`config.mk`:
```
export PLATFORM = sky130hd
export DESIGN_NAME = audio_filter_sched_flat
export DESIGN_NICKNAME = d
export VERILOG_FILES = /design/src/rtl/audio_filter_sched_pkg.sv /design/src/rtl/audio_filter_sched_if.sv /design/src/rtl/audio_filter_sched_ram_clear_walker.sv /design/src/rtl/audio_filter_sched.sv /design/src/flat_wrapper.sv
export SDC_FILE = /design/constraint.sdc
export NUM_CORES = 1
export LEC_CHECK = 0
export ABC_AREA = 1
export CORE_MARGIN = 10
export CORE_UTILIZATION = 45
export CTS_BUF_LIST = sky130_fd_sc_hd__clkbuf_8
export CTS_CLUSTER_SIZE = 12
export DETAILED_ROUTE_END_ITERATION = 8
export MAX_ROUTING_LAYER = met4
export PLACE_DENSITY = 0.82
export SYNTH_ARGS = -nofsm -noshare
export SYNTH_HDL_FRONTEND = slang
export SYNTH_SLANG_ARGS = --single-unit
export TNS_END_PERCENT = 1
```
`constraint.sdc`:
```
create_clock -name clk -period 4.25 [get_ports clk]
set_input_delay 0.85 -clock clk [delete_from_list [all_inputs] [get_ports clk]]
set_output_delay 0.85 -clock clk [all_outputs]
set_load 0.1 [all_outputs]
```
`src/rtl/audio_filter_sched_pkg.sv`:
```
// Shared types and widths for the audio filter frame scheduler.
// Latency: none; declarations only.
// Backpressure: none; declarations only.
package audio_pkg;

    localparam int SAMPLE_W       = 24;
    localparam int PCM_W          = 16;
    localparam int DEFAULT_STRIDE = 8;

    typedef enum logic [2:0] {
        ST_CLEAR,
        ST_IDLE,
        ST_START,
        ST_WAIT_HI,
        ST_WAIT_LO,
        ST_STORE,
        ST_PUBLISH
    } sched_state_t;

endpackage

```
`src/rtl/audio_filter_sched_if.sv`:
```
// Scheduler <-> filter engine handshake: start/busy control, operands, result, RAM write request.
// Latency: wires only.
// Backpressure: filter signals completion by a busy high-then-low sequence; no ready/valid.
interface audio_filter_sched_if #(
    parameter int AW = 10
);
    import audio_pkg::*;

    logic                filt_start;
    logic [AW-1:0]       filt_addr_start;
    logic [SAMPLE_W-1:0] filt_din;
    logic                filt_busy;
    logic [PCM_W-1:0]    filt_out;
    logic                filt_wr_en;
    logic [AW-1:0]       filt_wr_addr;
    logic [SAMPLE_W-1:0] filt_wr_data;

    // Scheduler side
    modport master (
        output filt_start, filt_addr_start, filt_din,
        input  filt_busy, filt_out, filt_wr_en, filt_wr_addr, filt_wr_data
    );

    // Filter engine side
    modport slave (
        input  filt_start, filt_addr_start, filt_din,
        output filt_busy, filt_out, filt_wr_en, filt_wr_addr, filt_wr_data
    );

endinterface

```
`src/rtl/audio_filter_sched_ram_clear_walker.sv`:
```
// Walks RAM addresses 0..DEPTH-1 one per enabled cycle, then raises a sticky done flag.
// Latency: last is combinational on the current address; done rises the cycle after last.
// Backpressure: none; advances every cycle en is high until done.
module ram_clear_walker #(
    parameter int AW    = 10,
    parameter int DEPTH = 16
) (
    input  logic          clk,
    input  logic          rst,
    input  logic          en,
    output logic [AW-1:0] addr,
    output logic          last,
    output logic          done
);

    assign last = (addr == AW'(DEPTH - 1));

    // Address counter; it parks on the final address once done is set
    always_ff @(posedge clk or posedge rst) begin
        if (rst) begin
            addr <= '0;
            done <= 1'b0;
        end else if (en && !done) begin
            if (last) begin
                done <= 1'b1;
            end else begin
                addr <= addr + 1'b1;
            end
        end
    end

endmodule

```
`src/rtl/audio_filter_sched.sv`:
```
// Frame scheduler: zeroes filter RAM, then per PCM strobe runs the shared filter over each channel and publishes PCM.
// Latency: per channel START + filter busy pulse + STORE; pcm_valid one cycle after the last STORE.
// Backpressure: none; a strobe arriving while a frame is in flight is dropped and flagged as overrun.
module audio_filter_sched
    import audio_pkg::*;
#(
    parameter int NCH    = 2,
    parameter int STRIDE = DEFAULT_STRIDE,
    parameter int AW     = 10
) (
    input  logic                    clk,
    input  logic                    rst,
    input  logic                    stb_pcm,
    input  logic [SAMPLE_W*NCH-1:0] ch_din,
    audio_filter_sched_if.master    filt,
    output logic                    ram_wr_en,
    output logic [AW-1:0]           ram_wr_addr,
    output logic [SAMPLE_W-1:0]     ram_wr_data,
    output logic [PCM_W*NCH-1:0]    pcm,
    output logic                    pcm_valid,
    output logic                    ready,
    output logic                    overrun
);

    localparam int DEPTH = NCH * STRIDE;
    localparam int CHW   = (NCH > 1) ? $clog2(NCH) : 1;

    sched_state_t        state, state_nxt;
    logic [CHW-1:0]      ch;
    logic [SAMPLE_W-1:0] snap   [NCH];
    logic [PCM_W-1:0]    shadow [NCH];
    logic [AW-1:0]       clr_addr;
    logic                clr_last;
    logic                ch_last;

    assign ch_last = (ch == CHW'(NCH - 1));

    ram_clear_walker #(
        .AW    (AW),
        .DEPTH (DEPTH)
    ) u_clear (
        .clk  (clk),
        .rst  (rst),
        .en   (state == ST_CLEAR),
        .addr (clr_addr),
        .last (clr_last),
        .done (ready)
    );

    // State register
    always_ff @(posedge clk or posedge rst) begin
        if (rst) begin
            state <= ST_CLEAR;
        end else begin
            state <= state_nxt;
        end
    end

    // Next-state logic; strobes are only acted on in IDLE
    always_comb begin
        state_nxt = state;
        case (state)
            ST_CLEAR:   if (clr_last) state_nxt = ST_IDLE;
            ST_IDLE:    if (stb_pcm) state_nxt = ST_START;
            ST_START:   state_nxt = ST_WAIT_HI;
            ST_WAIT_HI: if (filt.filt_busy) state_nxt = ST_WAIT_LO;
            ST_WAIT_LO: if (!filt.filt_busy) state_nxt = ST_STORE;
            ST_STORE:   state_nxt = ch_last ? ST_PUBLISH : ST_START;
            ST_PUBLISH: state_nxt = ST_IDLE;
            default:    state_nxt = ST_CLEAR;
        endcase
    end

    // Filter operands follow the channel index, which only moves on STORE -> START,
    // so they stay stable from START through STORE
    always_comb begin
        filt.filt_start      = (state == ST_START);
        filt.filt_addr_start = AW'(AW'(ch) * AW'(STRIDE));
        filt.filt_din        = snap[ch];
        pcm_valid            = (state == ST_PUBLISH);
    end

    // RAM write-port mux: the clear walker owns the port in CLEAR, filter writes pass through otherwise
    always_comb begin
        ram_wr_en   = filt.filt_wr_en;
        ram_wr_addr = filt.filt_wr_addr;
        ram_wr_data = filt.filt_wr_data;
        if (state == ST_CLEAR) begin
            ram_wr_en   = 1'b1;
            ram_wr_addr = clr_addr;
            ram_wr_data = '0;
        end
    end

    // Snapshot capture, channel sequencing and result shadows
    always_ff @(posedge clk or posedge rst) begin
        if (rst) begin
            ch <= '0;
            for (int i = 0; i < NCH; i++) begin
                snap[i]   <= '0;
                shadow[i] <= '0;
            end
        end else begin
            if (state == ST_IDLE && stb_pcm) begin
                ch <= '0;
                for (int i = 0; i < NCH; i++) begin
                    snap[i] <= ch_din[i*SAMPLE_W +: SAMPLE_W];
                end
            end
            if (state == ST_STORE) begin
                shadow[ch] <= filt.filt_out;
                if (!ch_last) begin
                    ch <= ch + 1'b1;
                end
            end
        end
    end

    // Published buffer: loaded on the last STORE (last channel taken straight from the
    // filter) so the new samples are already on pcm during the PUBLISH cycle
    always_ff @(posedge clk or posedge rst) begin
        if (rst) begin
            pcm <= '0;
        end else if (state == ST_STORE && ch_last) begin
            for (int i = 0; i < NCH; i++) begin
                pcm[i*PCM_W +: PCM_W] <= (i == NCH - 1) ? filt.filt_out : shadow[i];
            end
        end
    end

    // Sticky overrun on any strobe that arrives while a frame is in flight
    always_ff @(posedge clk or posedge rst) begin
        if (rst) begin
            overrun <= 1'b0;
        end else if (stb_pcm && state != ST_IDLE && state != ST_CLEAR) begin
            overrun <= 1'b1;
        end
    end

endmodule

```
`src/flat_wrapper.sv`:
```
// flat-port wrapper written by rule: the top's interface ports become plain ports
module audio_filter_sched_flat import audio_pkg::*;
#(
    parameter int NCH    = 2,
    parameter int STRIDE = DEFAULT_STRIDE,
    parameter int AW     = 10
)
  (clk, rst, stb_pcm, ch_din, ram_wr_en, ram_wr_addr, ram_wr_data, pcm, pcm_valid, ready, overrun, filt_filt_start, filt_filt_addr_start, filt_filt_din, filt_filt_busy, filt_filt_out, filt_filt_wr_en, filt_filt_wr_addr, filt_filt_wr_data);
  audio_filter_sched_if #(.AW(AW)) filt_i ();
  input  logic clk;
  input  logic rst;
  input  logic stb_pcm;
  input  logic [SAMPLE_W*NCH-1:0] ch_din;
  output logic ram_wr_en;
  output logic [AW-1:0] ram_wr_addr;
  output logic [SAMPLE_W-1:0] ram_wr_data;
  output logic [PCM_W*NCH-1:0] pcm;
  output logic pcm_valid;
  output logic ready;
  output logic overrun;
  output wire logic [$bits(filt_i.filt_start)-1:0] filt_filt_start;
  output wire logic [$bits(filt_i.filt_addr_start)-1:0] filt_filt_addr_start;
  output wire logic [$bits(filt_i.filt_din)-1:0] filt_filt_din;
  input wire logic [$bits(filt_i.filt_busy)-1:0] filt_filt_busy;
  input wire logic [$bits(filt_i.filt_out)-1:0] filt_filt_out;
  input wire logic [$bits(filt_i.filt_wr_en)-1:0] filt_filt_wr_en;
  input wire logic [$bits(filt_i.filt_wr_addr)-1:0] filt_filt_wr_addr;
  input wire logic [$bits(filt_i.filt_wr_data)-1:0] filt_filt_wr_data;
  assign filt_filt_start = filt_i.filt_start;
  assign filt_filt_addr_start = filt_i.filt_addr_start;
  assign filt_filt_din = filt_i.filt_din;
  assign filt_i.filt_busy = filt_filt_busy;
  assign filt_i.filt_out = filt_filt_out;
  assign filt_i.filt_wr_en = filt_filt_wr_en;
  assign filt_i.filt_wr_addr = filt_filt_wr_addr;
  assign filt_i.filt_wr_data = filt_filt_wr_data;
  audio_filter_sched #(.NCH(NCH), .STRIDE(STRIDE), .AW(AW)) u_core (.clk(clk), .rst(rst), .stb_pcm(stb_pcm), .ch_din(ch_din), .filt(filt_i), .ram_wr_en(ram_wr_en), .ram_wr_addr(ram_wr_addr), .ram_wr_data(ram_wr_data), .pcm(pcm), .pcm_valid(pcm_valid), .ready(ready), .overrun(overrun));
endmodule
```
==> results.md <==
- Clock-pin slew was measured on the worst setup and hold paths at 0.10 ns.
- The maximum number of pins on one net before global-route repair is 73.
- The wire-length estimate of the detail-placed layout is roughly 11,000 µm.
- After floorplanning, the core was sized to cover 11,500 µm².
- The final route contains 4,578 vias.
- The number of antenna violations at the first check in global routing came to 0.
- The average instance in the mapped netlist occupies about 8.6 µm².
- At the pin with the least slew margin, the transition time is 1.04 ns.
- The first detailed-routing pass took 4 iterations.
- In this run, synthesis produced a sequential element count of roughly 110.
- The clock tree synthesis step divided the H-tree into 3 levels.
- Wires add up to 14,400 µm.
- The flow ran to the end, and the final reports show no timing, DRC or antenna violations.
- For the finished layout, the period the worst path requires is 3.24 ns.
- Pin placement for this block handled between 200 and 250 I/O pins.
- The number of cells on the worst hold path is 1.
- The number of rows in the core area is 39.
- Counting flops with an async set or reset pin after synthesis yields a share of 1.00.
- Setup violations remaining at the end of the flow were counted as 0.
- After the first detailed-routing iteration, the DRC count stood at around 300.
- The average wire per standard cell is about 15 µm.
- The kind of end point of the critical path is an output port.
- The last weighted congestion value of the routability-driven placer is a little over 0.8.
- Of the total synthesized cell area, the portion taken by full adders, half adders and majority gates is 0.00234.
- Input and output buffers added on the ports amount to 198.
- After detailed routing, the number of remaining DRC violations is 0.
- The number of nets in the layout is 908.
- After synthesis, the share of cell area in mux cells is 0.0450.
- The signal on the critical path passes through inv_2 -> nand3_1 -> inv_1 -> clkdlybuf4s50_1.
- The clock passes through at most 2 buffers.
- The worst-case reg-to-reg path depth is 4.
- The total count of hold-check failures in the final report is 0.
- The global route total overflow is 0.
- The share of the cycle needed by the critical path after routing is 0.763.
- The total count of max-transition violations in the final report was 0.
- The initial utilization of the core area, before any placement, comes to 0.464.
- The instance count of the mapped netlist is between 600 and 700.
- After routing, the total negative slack on setup checks comes to 0 ns.
- The number of synthesized flops with an enable pin is 0.
- The number of distinct library cell variants in the gate-level netlist after synthesis is 31.
- The share of the synthesized area in the top cell type is 0.524.
- The depth of the critical timing path with buffers and inverters included is 4.
- Clock tree synthesis inserted a total of 9 buffers.
- The largest total area in the synthesized netlist belongs to sky130_fd_sc_hd__dfrtp_1.
- Data on the critical path is required at its endpoint by approximately 3.4 ns.
- Based on the critical path, the design can be clocked at up to a little over 0.3 GHz.
- Setup repair after global routing left no endpoint under its margin.
- The most instantiated flip-flop cell in the synthesis netlist is sky130_fd_sc_hd__dfrtp_1.
- Buffers added to address setup during post-CTS repair amount to 0.
- The min-delay analysis places its worst path in the category reg2reg.
- Of the cells placed in the final design, the portion with a size suffix greater than 1 is 0.145.
- STA classifies the critical path startpoint as a flip-flop.
- The first global-routing pass estimated roughly 23,000 µm of wire.
- The standard cell with the maximum stage delay on the critical path is sky130_fd_sc_hd__clkdlybuf4s50_1.
- After clock tree synthesis, the flow added hold-fix buffers numbering 0.
- In this run the vertical extent of the chip is between 100 and 150 µm.
- The die is approximately 130 µm wide.
- In this run the remaining antenna-violating nets after routing total 0.
- The later pin in the worst-skew pair is clocked with a latency of 0.38 ns.
- The worst pin sits at a relative slew slack of 0.304.
- The layout overhead on the synthesized area is 38.0%.
- The full die area is about 17,000 µm².
- The count of maximum capacitance violations is 0.
- The biggest fanout along the worst timing path is 8.
- The post-synthesis share of cell area spent on and, or, nand and nor gates is 0.208.
- The share of the Yosys chip area taken by registers is 0.524.
- The critical path is of the reg2out type.
- In this run the cell area of the synthesized design comes to between 5000 and 6000 µm².
- The TritonCTS clock tree is built.
- Using the TritonRoute via totals, the vias-per-cell ratio works out to around 4.8.
- The repair_antennas step left the layout with diodes totalling 0.
- The combinational family with the most area after synthesis is simple AND/OR/NAND/NOR gates.
- During synthesis, Yosys emitted a total of 0 warnings.
- The root buffer cell chosen for the clock tree is sky130_fd_sc_hd__clkbuf_8.
- The worst endpoint data arrival time is 2.39 ns.
- On the worst path, the slowest cell contributes a delay of roughly 1.2 ns.
- Clock skew on the completed layout was measured at ~0.015 ns.
- The via count of the first global-routing pass was 4,734.
- The global-route usage over all layers is 0.174.
- The number of buffer and inverter stages on the critical path is 3.
- The area fraction in compound gates after synthesis is 0.0979.
- The commonest cells after synthesis are sky130_fd_sc_hd__nand2_1, sky130_fd_sc_hd__dfrtp_1, sky130_fd_sc_hd__inv_1.
- In the post-synthesis netlist, the biggest area contributors are sky130_fd_sc_hd__dfrtp_1, sky130_fd_sc_hd__nand2_1, sky130_fd_sc_hd__o21ai_0, sky130_fd_sc_hd__inv_1, sky130_fd_sc_hd__mux2_4.
- Of the total synthesized cell area, the portion taken by XOR and XNOR cells is 0.00819.
- The clock sink count is approximately 110.
- The most numerous cell in the Yosys netlist is sky130_fd_sc_hd__nand2_1.
- The family of cells with the greatest summed delay on the critical path is buffers and inverters.
- In this run, post-CTS repair resized a total of 0 instances.
==> cell type report <==
class	count	area (µm²)
Fill cell	940	4140
Sequential cell	112	2800
Multi-Input combinational cell	393	1970
Timing Repair Buffer	201	1860
Inverter	87	332
Tap cell	143	179
Clock buffer	9	124
Clock inverter	7	110
==> cell families (layout without fill, tap and decap cells) <==
logic type | after synthesis | count (layout)
simple gates | 262 | 262
buf+inv | 127 | 304
flops | 112 | 112
compound gates | 100 | 100
mux | 16 | 16
xor+xnor | 5 | 5
fa+ha+maj | 1 | 1
other cells | 1 | 9
==> through the flow <==
step | utilization | setup WS [ns] | hold slack (ns) | instances | cell area [µm²]
after floorplan | - | 0.395 | 0.449 | 632 | 5370
after global placement | 0.620 | 1.44 | 0.462 | 936 | 7140
after detailed placement | 0.620 | 1.33 | 0.465 | 936 | 7140
after CTS | 0.641 | 0.989 | 0.494 | 952 | 7380
after global routing | 0.641 | 0.921 | 0.510 | 952 | 7380
final | 0.641 | 1.01 | 0.488 | 952 | 7380
==> state kept, by name (all words and copies together) (netlist names) <==
| name | count |
|---|---|
| u_core.snap | 48 |
| u_core.pcm | 32 |
| u_core.shadow | 16 |
| u_core.u_clear.addr | 10 |
| u_core.state | 3 |
| u_core.ch | 1 |
| u_core.overrun | 1 |
| u_core.u_clear.done | 1 |
==> metal layers <==
layer	global-route usage	vias up	share of wire
met4	0.0421	0	0.011
met5	-	-	0
met3	0.0480	17	0.076
li1	-	2259	-
met1	0.215	2117	0.45
met2	0.277	185	0.46
==> worst paths after layout <==
check                                      from         endpoint  slack (ns)
worst max register to register  u_core.state[1]  u_core.snap[38]        1.99
worst max-delay path            u_core.state[0]  filt_filt_start        1.01
max in group asynchronous                   rst  u_core.snap[38]        2.50
worst min register to register   u_core.overrun   u_core.overrun        0.49
min in group asynchronous                   rst   u_core.pcm[18]        0.99
worst min-delay path             u_core.overrun   u_core.overrun        0.49
==> layout by cell type, fill, tap and decap left out, drive strengths merged, types with 7 or more instances in the layout <==
master and n:
buf 64, clkbuf 9, clkdlybuf4s50 137, conb 9, dfrtp 112, inv 90, mux2 16, nand2 201
nand3 14, nand4 7, nor2 36, o21ai 97
Power is not shown: default switching activity piles up to over one toggle a cycle in this logic, so the estimate is an artifact.
